### src/rtl/rf_writeback_arbiter_pkg.sv
// Shared definitions for the register-file write-back stage: row/address widths,
// source indices, the queued write-entry layout and small helpers.
`ifndef DATA_ROW_WIDTH
`define DATA_ROW_WIDTH 96
`endif
`ifndef DATA_ADDRESS_WIDTH
`define DATA_ADDRESS_WIDTH 16
`endif
`ifndef X_RNG
`define X_RNG 95:64
`endif
`ifndef Y_RNG
`define Y_RNG 63:32
`endif
`ifndef Z_RNG
`define Z_RNG 31:0
`endif

package rf_writeback_arbiter_pkg;

   localparam int unsigned DATA_WIDTH = `DATA_ROW_WIDTH;
   localparam int unsigned ADDR_WIDTH = `DATA_ADDRESS_WIDTH;
   localparam int unsigned CH_WIDTH   = DATA_WIDTH / 3;

   localparam logic SRC_ALU = 1'b0;
   localparam logic SRC_MEM = 1'b1;

   // One queued write: {X,Y,Z} enables, resolved address, data row.
   typedef struct packed {
      logic [2:0]            mask;
      logic [ADDR_WIDTH-1:0] addr;
      logic [DATA_WIDTH-1:0] data;
   } wb_entry_t;

   localparam int unsigned ENTRY_WIDTH = $bits(wb_entry_t);

   // Frame-relative addresses wrap modulo 2^ADDR_WIDTH.
   function automatic logic [ADDR_WIDTH-1:0] resolve_addr(input logic [ADDR_WIDTH-1:0] addr,
                                                          input logic                  relative,
                                                          input logic [ADDR_WIDTH-1:0] offset);
      return relative ? addr + offset : addr;
   endfunction

   function automatic logic [DATA_WIDTH-1:0] pack_row(input logic [CH_WIDTH-1:0] x,
                                                      input logic [CH_WIDTH-1:0] y,
                                                      input logic [CH_WIDTH-1:0] z);
      logic [DATA_WIDTH-1:0] r;
      r         = '0;
      r[`X_RNG] = x;
      r[`Y_RNG] = y;
      r[`Z_RNG] = z;
      return r;
   endfunction

endpackage

### src/rtl/rf_writeback_arbiter_if.sv
// Bundle of producer handshakes, frame offset, operand-fetch addresses and the
// register-file write port seen by the write-back stage.
interface rf_writeback_arbiter_if;
   import rf_writeback_arbiter_pkg::*;

   logic                  alu_valid;
   logic                  alu_ready;
   logic [ADDR_WIDTH-1:0] alu_address;
   logic                  alu_relative;
   logic [2:0]            alu_write_mask;
   logic [DATA_WIDTH-1:0] alu_data;

   logic                  mem_valid;
   logic                  mem_ready;
   logic [ADDR_WIDTH-1:0] mem_address;
   logic                  mem_relative;
   logic [2:0]            mem_write_mask;
   logic [DATA_WIDTH-1:0] mem_data;

   logic [ADDR_WIDTH-1:0] frame_offset;
   logic [ADDR_WIDTH-1:0] read_address0;
   logic [ADDR_WIDTH-1:0] read_address1;

   logic [2:0]            write_enable;
   logic [ADDR_WIDTH-1:0] write_address;
   logic [DATA_WIDTH-1:0] data;
   logic [2:0]            bypass_hit0;
   logic [2:0]            bypass_hit1;
   logic                  busy;

   modport master (
      output alu_valid, alu_address, alu_relative, alu_write_mask, alu_data,
      output mem_valid, mem_address, mem_relative, mem_write_mask, mem_data,
      output frame_offset, read_address0, read_address1,
      input  alu_ready, mem_ready, write_enable, write_address, data,
      input  bypass_hit0, bypass_hit1, busy
   );

   modport slave (
      input  alu_valid, alu_address, alu_relative, alu_write_mask, alu_data,
      input  mem_valid, mem_address, mem_relative, mem_write_mask, mem_data,
      input  frame_offset, read_address0, read_address1,
      output alu_ready, mem_ready, write_enable, write_address, data,
      output bypass_hit0, bypass_hit1, busy
   );

endinterface

### src/rtl/rf_wb_fifo2.sv
// Two-entry FIFO with full/empty flags. Push is ignored when full and pop is
// ignored when empty; simultaneous push and pop leave the count unchanged.
module rf_wb_fifo2 #(
   parameter int unsigned Width = 8
) (
   input  logic             clk,
   input  logic             rst_n,
   input  logic             push,
   input  logic [Width-1:0] wdata,
   input  logic             pop,
   output logic [Width-1:0] rdata,
   output logic             full,
   output logic             empty
);

   logic [Width-1:0] mem_q [2];
   logic             wr_ptr_q;
   logic             rd_ptr_q;
   logic [1:0]       count_q;
   logic             do_push;
   logic             do_pop;

   assign full    = (count_q == 2'd2);
   assign empty   = (count_q == 2'd0);
   assign do_push = push & ~full;
   assign do_pop  = pop & ~empty;
   assign rdata   = mem_q[rd_ptr_q];

   // Storage, pointers and occupancy count.
   always_ff @(posedge clk or negedge rst_n) begin
      if (!rst_n) begin
         mem_q[0] <= '0;
         mem_q[1] <= '0;
         wr_ptr_q <= 1'b0;
         rd_ptr_q <= 1'b0;
         count_q  <= 2'd0;
      end else begin
         if (do_push) begin
            mem_q[wr_ptr_q] <= wdata;
            wr_ptr_q        <= ~wr_ptr_q;
         end
         if (do_pop) begin
            rd_ptr_q <= ~rd_ptr_q;
         end
         case ({do_push, do_pop})
            2'b10:   count_q <= count_q + 2'd1;
            2'b01:   count_q <= count_q - 2'd1;
            default: count_q <= count_q;
         endcase
      end
   end

endmodule

### src/rtl/rf_writeback_arbiter.sv
// Write-back stage in front of the register-file write port. Two producers (ALU,
// MEM) each feed a 2-entry FIFO; one head per cycle is granted round-robin and
// registered onto the write port. Relative addresses are resolved at acceptance.
// Optional feature: define RF_WRITEBACK_BYPASS_EN to enable the operand-fetch
// bypass comparators; otherwise bypass_hit0/1 are tied to zero.
module rf_writeback_arbiter (
   input logic                  clk,
   input logic                  rst_n,
   rf_writeback_arbiter_if.slave bus
);
   import rf_writeback_arbiter_pkg::*;

   wb_entry_t             alu_in;
   wb_entry_t             mem_in;
   wb_entry_t             alu_head;
   wb_entry_t             mem_head;
   wb_entry_t             win;
   logic                  alu_full, alu_empty, mem_full, mem_empty;
   logic                  alu_push, mem_push;
   logic                  grant_alu, grant_mem, grant;
   logic                  last_q;
   logic [2:0]            we_q;
   logic [ADDR_WIDTH-1:0] addr_q;
   logic [DATA_WIDTH-1:0] data_q;

   // Ready is forced low during reset; it never looks at a same-cycle pop.
   assign bus.alu_ready = rst_n & ~alu_full;
   assign bus.mem_ready = rst_n & ~mem_full;
   assign alu_push      = bus.alu_valid & bus.alu_ready;
   assign mem_push      = bus.mem_valid & bus.mem_ready;

   // Build the entries to queue, with the frame offset sampled now.
   always_comb begin
      alu_in      = '0;
      alu_in.mask = bus.alu_write_mask;
      alu_in.addr = resolve_addr(bus.alu_address, bus.alu_relative, bus.frame_offset);
      alu_in.data = bus.alu_data;
      mem_in      = '0;
      mem_in.mask = bus.mem_write_mask;
      mem_in.addr = resolve_addr(bus.mem_address, bus.mem_relative, bus.frame_offset);
      mem_in.data = bus.mem_data;
   end

   rf_wb_fifo2 #(
      .Width (ENTRY_WIDTH)
   ) u_alu_fifo (
      .clk   (clk),
      .rst_n (rst_n),
      .push  (alu_push),
      .wdata (alu_in),
      .pop   (grant_alu),
      .rdata (alu_head),
      .full  (alu_full),
      .empty (alu_empty)
   );

   rf_wb_fifo2 #(
      .Width (ENTRY_WIDTH)
   ) u_mem_fifo (
      .clk   (clk),
      .rst_n (rst_n),
      .push  (mem_push),
      .wdata (mem_in),
      .pop   (grant_mem),
      .rdata (mem_head),
      .full  (mem_full),
      .empty (mem_empty)
   );

   // Round-robin: a lone head wins; on contention the source not granted last wins.
   always_comb begin
      grant_alu = 1'b0;
      grant_mem = 1'b0;
      if (!alu_empty && (mem_empty || last_q == SRC_MEM)) begin
         grant_alu = 1'b1;
      end else if (!mem_empty) begin
         grant_mem = 1'b1;
      end
   end

   assign grant = grant_alu | grant_mem;
   assign win   = grant_alu ? alu_head : mem_head;

   // Output register and last-grant pointer; a zero-mask entry issues as no write.
   always_ff @(posedge clk or negedge rst_n) begin
      if (!rst_n) begin
         we_q   <= 3'b000;
         addr_q <= '0;
         data_q <= '0;
         last_q <= SRC_MEM;
      end else if (grant) begin
         we_q   <= win.mask;
         addr_q <= win.addr;
         data_q <= win.data;
         last_q <= grant_mem ? SRC_MEM : SRC_ALU;
      end else begin
         we_q <= 3'b000;
      end
   end

   assign bus.write_enable  = we_q;
   assign bus.write_address = addr_q;
   assign bus.data          = data_q;
   assign bus.busy          = ~alu_empty | ~mem_empty | (we_q != 3'b000);

`ifdef RF_WRITEBACK_BYPASS_EN
   assign bus.bypass_hit0 = we_q & {3{addr_q == bus.read_address0}};
   assign bus.bypass_hit1 = we_q & {3{addr_q == bus.read_address1}};
`else
   logic unused_read_addr;
   assign unused_read_addr = ^{bus.read_address0, bus.read_address1};
   assign bus.bypass_hit0  = 3'b000;
   assign bus.bypass_hit1  = 3'b000;
`endif

endmodule

### src/flat_wrapper.sv
// flat-port wrapper written by rule: the top's interface ports become plain ports
module rf_writeback_arbiter_flat import rf_writeback_arbiter_pkg::*;
  (clk, rst_n, bus_alu_valid, bus_alu_address, bus_alu_relative, bus_alu_write_mask, bus_alu_data, bus_mem_valid, bus_mem_address, bus_mem_relative, bus_mem_write_mask, bus_mem_data, bus_frame_offset, bus_read_address0, bus_read_address1, bus_alu_ready, bus_mem_ready, bus_write_enable, bus_write_address, bus_data, bus_bypass_hit0, bus_bypass_hit1, bus_busy);
  rf_writeback_arbiter_if bus_i ();
  input logic clk;
  input logic rst_n;
  input wire logic [$bits(bus_i.alu_valid)-1:0] bus_alu_valid;
  input wire logic [$bits(bus_i.alu_address)-1:0] bus_alu_address;
  input wire logic [$bits(bus_i.alu_relative)-1:0] bus_alu_relative;
  input wire logic [$bits(bus_i.alu_write_mask)-1:0] bus_alu_write_mask;
  input wire logic [$bits(bus_i.alu_data)-1:0] bus_alu_data;
  input wire logic [$bits(bus_i.mem_valid)-1:0] bus_mem_valid;
  input wire logic [$bits(bus_i.mem_address)-1:0] bus_mem_address;
  input wire logic [$bits(bus_i.mem_relative)-1:0] bus_mem_relative;
  input wire logic [$bits(bus_i.mem_write_mask)-1:0] bus_mem_write_mask;
  input wire logic [$bits(bus_i.mem_data)-1:0] bus_mem_data;
  input wire logic [$bits(bus_i.frame_offset)-1:0] bus_frame_offset;
  input wire logic [$bits(bus_i.read_address0)-1:0] bus_read_address0;
  input wire logic [$bits(bus_i.read_address1)-1:0] bus_read_address1;
  output wire logic [$bits(bus_i.alu_ready)-1:0] bus_alu_ready;
  output wire logic [$bits(bus_i.mem_ready)-1:0] bus_mem_ready;
  output wire logic [$bits(bus_i.write_enable)-1:0] bus_write_enable;
  output wire logic [$bits(bus_i.write_address)-1:0] bus_write_address;
  output wire logic [$bits(bus_i.data)-1:0] bus_data;
  output wire logic [$bits(bus_i.bypass_hit0)-1:0] bus_bypass_hit0;
  output wire logic [$bits(bus_i.bypass_hit1)-1:0] bus_bypass_hit1;
  output wire logic [$bits(bus_i.busy)-1:0] bus_busy;
  assign bus_i.alu_valid = bus_alu_valid;
  assign bus_i.alu_address = bus_alu_address;
  assign bus_i.alu_relative = bus_alu_relative;
  assign bus_i.alu_write_mask = bus_alu_write_mask;
  assign bus_i.alu_data = bus_alu_data;
  assign bus_i.mem_valid = bus_mem_valid;
  assign bus_i.mem_address = bus_mem_address;
  assign bus_i.mem_relative = bus_mem_relative;
  assign bus_i.mem_write_mask = bus_mem_write_mask;
  assign bus_i.mem_data = bus_mem_data;
  assign bus_i.frame_offset = bus_frame_offset;
  assign bus_i.read_address0 = bus_read_address0;
  assign bus_i.read_address1 = bus_read_address1;
  assign bus_alu_ready = bus_i.alu_ready;
  assign bus_mem_ready = bus_i.mem_ready;
  assign bus_write_enable = bus_i.write_enable;
  assign bus_write_address = bus_i.write_address;
  assign bus_data = bus_i.data;
  assign bus_bypass_hit0 = bus_i.bypass_hit0;
  assign bus_bypass_hit1 = bus_i.bypass_hit1;
  assign bus_busy = bus_i.busy;
  rf_writeback_arbiter u_core (.clk(clk), .rst_n(rst_n), .bus(bus_i));
endmodule
### config.mk
export PLATFORM = sky130hd
export DESIGN_NAME = rf_writeback_arbiter_flat
export DESIGN_NICKNAME = d
export VERILOG_FILES = /design/src/rtl/rf_writeback_arbiter_pkg.sv /design/src/rtl/rf_writeback_arbiter_if.sv /design/src/rtl/rf_wb_fifo2.sv /design/src/rtl/rf_writeback_arbiter.sv /design/src/flat_wrapper.sv
export SDC_FILE = /design/constraint.sdc
export NUM_CORES = 1
export LEC_CHECK = 0
export ABC_AREA = 1
export BUFFER_PORTS_ARGS = -buffer_cell sky130_fd_sc_hd__buf_4
export CAP_MARGIN = 40
export CORE_UTILIZATION = 40
export DETAILED_ROUTE_END_ITERATION = 10
export SLEW_MARGIN = 20
export SYNTH_ARGS = -nofsm -noshare
export SYNTH_HDL_FRONTEND = slang
export SYNTH_SLANG_ARGS = --single-unit
export TNS_END_PERCENT = 30
### constraint.sdc
create_clock -name clk -period 2.23 [get_ports clk]
set_clock_uncertainty 0.15 [all_clocks]
set_input_delay 0.1115 -clock clk [delete_from_list [all_inputs] [get_ports clk]]
set_output_delay 0.1115 -clock clk [all_outputs]
set_load 0.1 [all_outputs]
# Yosys cells after proc, flatten, opt, wreduce, memory -nomap -nowiden
# Cells that the tools add are included.
dict set report word_totals {
  ff_bits 584
  elab_cells 87
  inputBits 284
}
dict set report op_classes {
  n_eq_ne 6
  n_reduce_logical 10
  order_cmp 6
  n_bitwise 23
  n_addsub 6
  muxes 22
}
# cell count
set op_table {}
lappend op_table {{2-to-1 mux 115 bit} 9}
lappend op_table {{bitwise mux 230 bit} 2}
lappend op_table {{demux 115 bit (select 1 bit)} 2}
lappend op_table {{adder 16 bit} 2}
lappend op_table {{2-to-1 mux 16 bit} 2}
lappend op_table {{AND 1 bit} 8}
lappend op_table {{== test 2 bit (second input constant)} 4}
lappend op_table {{>= comparator 2 bit (second input constant)} 4}
lappend op_table {{inverter 1 bit} 8}
lappend op_table {{inverter 1 -> 2 bit} 4}
lappend op_table {{one-hot mux 2 bit (2 select lines)} 2}
lappend op_table {{adder 2 x 1 -> 2 bit (second input constant)} 2}
lappend op_table {{== test 2 x 1 -> 1 bit (second input constant)} 2}
lappend op_table {{zero test 2 bit} 2}
lappend op_table {{less-than comparator 2 x 1 -> 1 bit (second input constant)} 2}
lappend op_table {{2-to-1 mux 1 bit} 4}
lappend op_table {{nonzero test 2 bit} 2}
lappend op_table {{subtractor 2 x 1 -> 2 bit (second input constant)} 2}
lappend op_table {{logical AND 1 bit} 3}
lappend op_table {{2-to-1 mux 3 bit} 1}
lappend op_table {{bitwise OR 1 bit} 3}
lappend op_table {{nonzero test 3 bit} 1}
lappend op_table {{zero test 1 bit} 1}
lappend op_table {{logical OR 1 bit} 1}

# Depth between registers and ports, before layout
dict set report depth {
  ltp_word 7
  depth_mapped 12
  depth_no_buf 12
}

# By module
# A second synthesis with hierarchy kept.
dict set report hier_totals {
  hier_cells 3924
  area_unflattened_um2 29499.5
}
# module cells_per_inst area_each_um2 seq_area_each_um2 instances
set by_module_without_submodules {}
lappend by_module_without_submodules {rf_wb_fifo2 1422 11051.8 5855.6 2}
lappend by_module_without_submodules {rf_writeback_arbiter 1080 7395.8 2904.0 1}

# Worst setup path after synthesis
# Ideal clock, no wire load.
dict set report synth_timing {
  kind {flip-flop to flip-flop}
  start {reg u_core.u_mem_fifo.count_q[0]}
  end {reg u_core.u_mem_fifo.count_q[1]}
  synth_period_minus_slack_ns 2.611
  path_stages_with_launch 8
  t_required_ns 1.956
  slack_ns -0.381
  arrival_ns 2.337
  path_cell_list {dfrtp_1 inv_2 a21oi_2 nand2_1 ha_1 a21oi_1 o21ai_0 xnor2_1}
}
dict set report synth_between {
  elab_chain_len 7
  elab_cells_between_ends 18
}
# item line
set synth_lines {}
lappend synth_lines {{from (decl)} rf_wb_fifo2.sv:19} ;# logic [1:0] count_q;
lappend synth_lines {{from (signal assigned)} rf_wb_fifo2.sv:46} ;# 2'b10: count_q <= count_q + 2'd1;
lappend synth_lines {{from (signal assigned)} rf_wb_fifo2.sv:47} ;# 2'b01: count_q <= count_q - 2'd1;
lappend synth_lines {{from (signal assigned)} rf_wb_fifo2.sv:48} ;# default: count_q <= count_q;
lappend synth_lines {{== test 2 bit *} rf_wb_fifo2.sv:23} ;# assign full = (count_q == 2'd2);
lappend synth_lines {{inverter 1 bit *} rf_writeback_arbiter.sv:28} ;# assign bus.mem_ready = rst_n & ~mem_full;
lappend synth_lines {{AND 1 bit *} rf_writeback_arbiter.sv:28}
lappend synth_lines {{net bus_mem_ready} flat_wrapper.sv:21} ;# output wire logic [$bits(bus_i.mem_ready)-1:0] bus_mem_ready;
lappend synth_lines {{AND 1 bit *} rf_writeback_arbiter.sv:30} ;# assign mem_push = bus.mem_valid & bus.mem_ready;
lappend synth_lines {{AND 1 bit *} rf_wb_fifo2.sv:25} ;# assign do_push = push & ~full;
lappend synth_lines {{== test 2 x 1 -> 1 bit / == test 2 bit (equally long branches)} rf_wb_fifo2.sv:45} ;# case ({do_push, do_pop})
lappend synth_lines {{one-hot mux 2 bit (2 select lines) / nonzero test 2 bit (equally long branches)} -}
# The timed path passes the listed nets; every way through them passes the cells marked *.
# A chain may end at the register's enable or synchronous reset.

# Worst setup path after layout
dict set report layout_timing {
  start {reg u_core.u_mem_fifo.count_q[0]}
  end {out bus_busy}
}
dict set report layout_between {
  elab_chain_len 4
}
# item line
set layout_lines {}
lappend layout_lines {{zero test 2 bit} rf_wb_fifo2.sv:24} ;# assign empty = (count_q == 2'd0);
lappend layout_lines {{inverter 1 bit} rf_writeback_arbiter.sv:104} ;# assign bus.busy = ~alu_empty | ~mem_empty | (we_q != 3'b000);
lappend layout_lines {{bitwise OR 1 bit (2 in series)} rf_writeback_arbiter.sv:104}
lappend layout_lines {{to (decl)} flat_wrapper.sv:27} ;# output wire logic [$bits(bus_i.busy)-1:0] bus_busy;
# Every way passes these cells.

==> results.yml <==
run:
  drv_cap: 0
setup_path:
  crit_type: "reg -> out"
  cp_slowest_cell: "dfrtp_2"
  crit_path_start: "u_core.u_mem_fifo.count_q[0]"
  cp-start-kind: "flip-flop"
  critPathMaxFanout: 5
  cp.arrival_ps: 1900
  path_delay_family: "flip-flops"
  path_buf_inv: 3
  cp_cell_sequence: "nor2_4 > buf_12 > nand2_2 > inv_4 > nand2_2 > buf_12"
  end_kind: "output port"
  r2r-start: "u_core.u_alu_fifo.count_q[1]"
  max_stage_delay_ps: 460
  crit_required_ps: 1970
yosys:
  synth_enable_flop_cells: 0
  synth_seq_cells: 584
  syn_avg_cell_area_um2: 8.498
  async_reset_ff_share_pct: 100.0
  ys_seq_area_share_pct: 53.88
  syn_area_mm2: 0.02712
  synth_flop_cell: "dfrtp_1"
  syn_inst: 3192
  ys_warn_count: 0
  synth_cell_types: 38
layout:
  finish.utilization_pct: 53.93
  instances_no_fill: 4683
  nets: 4072
  drive_gt1_share_pct: 16.25
  fillers: 6109
  area_growth_pct: 33.53
pwr:
  power_density_mw_per_mm2: 1628
  peakVddDrop_v: 0.001421
  p_leak_nw: 18.45
clocking:
  clockBufferDepth: 3
  numCtsBuffers: 68
  cts_tree: "built"
  h-tree-depth: 3
  ctsRootBufferMaster: "clkbuf_16"
  cts.sinks: 584
  worstSkewPairLatency_ps: 600
  path_clk_slew_ps: 60
global_routing:
  grt_pass1_wl_mm: 130.5
  antenna_found_initial: 3
  grt_start_max_net_pins: 166
  grt_usage_pct: 23.78
  overflow: 0
  grt_pass1_vias: 23312
die:
  initial_core_util_pct: 40.39
  die_width_um: 262.4
  die_h_um: 262.4
  die-area_mm2: 0.06886
  row_count: 95
  fp.coreArea_mm2: 0.06716
  ioPinCount: 408
placed_design:
  io_buffers: 369
  finalWeightedCongestion: 0.8595
  dpl.hpwl_mm: 51.00
  dp_cells: 4299
drt:
  top_layer: "met5"
  viasPerCell: 4.996
  dr.pass1.iters: 7
  wl_met1_mm: 36.98
  postRouteAntennaNets: 0
  wl_met3_mm: 3.860
  wl_met2_mm: 38.06
  drc: 0
  vias: 23397
  drtIter0Drc: 1707
  wl_mm: 81.54
  wire_per_inst_um: 17.41
sta:
  max-slew-margin-rel_pct: 35.73
  maxSlewViolCount: 0
  tns_ps: 0
  worst_slew_pin_slew_ps: 964.0
  fmax_mhz: 462.8
  finalSetupViolCount: 0
  hold_viol_final: 0
  finalCriticalPeriod_ps: 2161
  rsz0062_at_grt: "yes"
  finalCritPeriodShare_pct: 96.89
hold_path:
  hp-class: "in -> async"
status:
  status: "complete, no violations"
## cell usage after synthesis (all sizes together) (22+ instances only)
cell type / number / area share, %
nand2: 804 / 11
nand3: 118 / 2.2
mux2i: 106 / 3.9
a21oi: 38 / 0.76
buf: 85 / 1.8
ha: 32 / 1.5
or2: 22 / 0.51
dfrtp: 583 / 54
o21ai: 616 / 11
nor2: 256 / 3.6
a22o: 74 / 2.4
clkbuf: 114 / 1.6
inv: 304 / 4.2
## worst register-to-register path: stages, from the launching register on
cell and delay, ps:
dfrtp_1 460, a21oi_4 240, nand2_2 120, nor2_4 160, buf_6 210, nand3_1 110
dlygate4sd3_1 570, nand2_1 60
## worst paths after layout
| check | slack, ps | end | cells after the start |
|---|---|---|---|
| worst max register to register | 80 | u_core.u_alu_fifo.mem_q[219] | 7 |
| max in group asynchronous | 260 | u_core.u_mem_fifo.mem_q[107] | 5 |
| worst max-delay path | 70 | bus_busy | 6 |
| worst min register to register | 320 | u_core.u_mem_fifo.mem_q[212] | 2 |
| worst min-delay path | 20 | u_core.u_alu_fifo.mem_q[55] | 3 |
| min in group clk | 70 | u_core.u_alu_fifo.mem_q[106] | 7 |
## timing repair
item,4_1_cts,5_1_grt
gates resized for setup,9,26
setup endpoints to repair,1,56
hold endpoints to repair,1049,0
pin swaps,2,2
hold buffers,252,0
setup buffers,3,1
cloned,1,0
## state kept, by name, summed over array words and instances (netlist names)
name                        cells
u_core.u_mem_fifo.rd_ptr_q      1
u_core.u_alu_fifo.rd_ptr_q      1
u_core.u_alu_fifo.wr_ptr_q      1
u_core.u_mem_fifo.count_q       2
u_core.bus.data                96
u_core.u_alu_fifo.mem_q       230
u_core.u_mem_fifo.wr_ptr_q      1
u_core.bus.write_address       16
u_core.last_q                   1
u_core.bus.write_enable         3
u_core.u_mem_fifo.mem_q       230
u_core.u_alu_fifo.count_q       2
## power breakdown
| group | switching, W | internal, W |
|---|---|---|
| registers | 0.00298 | 0.0159 |
| clock network | 0.00457 | 0.00744 |
| logic | 0.0193 | 0.00886 |
## kinds of logic (layout without fill, tap and decap cells)
family                   Yosys count  count (layout)  share of synthesized area [%]
buffers and inverters            504            1116                          7.639
XOR/XNOR                          17              17                         0.5489
adder cells (fa/ha/maj)           34              34                          1.624
AO/OA/AOI/OAI                    732             732                          14.63
multiplexers                     108             108                          3.995
other                              1               7                        0.01383
flip-flops                       584             584                          53.88
AND/OR/NAND/NOR                 1212            1212                          17.67
## cell usage in the layout (no fill, tap or decap), types with 13 or more instances in the layout
| cell type | Yosys | layout |
|---|---|---|
| buf_4 | 7 | 398 |
| nand2_1 | 802 | 799 |
| ha_1 | 32 | 23 |
| dfrtp_1 | 583 | 578 |
| nor2_1 | 253 | 252 |
| clkinv_2 | 0 | 15 |
| a22o_1 | 74 | 74 |
| xnor2_1 | 15 | 14 |
| a21oi_1 | 36 | 34 |
| nand3_1 | 118 | 111 |
| inv_1 | 299 | 296 |
| o21ai_1 | 115 | 115 |
| buf_12 | 0 | 30 |
| clkbuf_8 | 0 | 13 |
| dlygate4sd3_1 | 0 | 252 |
| mux2i_1 | 106 | 106 |
| o21ai_0 | 501 | 501 |
| or2_2 | 22 | 22 |
| clkbuf_16 | 0 | 71 |
## layout make-up
| type | count | area (um^2) | share of cell area (%) |
|---|---|---|---|
| antenna | 1 | 2.502 | 0.006909 |
| clock buffer | 93 | 1989 | 5.492 |
| clock inverter | 32 | 447.9 | 1.237 |
| inverter | 305 | 1162 | 3.209 |
| multi-input combinational | 2109 | 10660 | 29.44 |
| sequential | 584 | 14630 | 40.38 |
| tap | 873 | 1092 | 3.016 |
| timing repair buffer | 686 | 6236 | 17.22 |
## layer usage
metal  track usage [%]  vias up
met5                 0        -
met4             8.903        4
met3             3.617      161
met2             38.49      623
met1             32.31    11186
li1                  -    11423
## through the flow
| stage | setup WS (ps) | total power (W) | cell area (um^2) | hold slack, ps |
|---|---|---|---|---|
| 2_1_floorplan | -3.602 | 0.03852 | 27150 | -334.1 |
| 3_3_place_gp | 135.8 | 0.04608 | 30960 | -19.38 |
| 3_5_place_dp | 99.65 | 0.04654 | 30960 | -20.12 |
| 4_1_cts | 20.41 | 0.05930 | 36010 | 29.10 |
| 5_1_grt | -4.606 | 0.06278 | 36220 | 66.10 |
| 6_report | 69.46 | 0.05895 | 36220 | 24.94 |
Power figures use the tool's default switching activity.
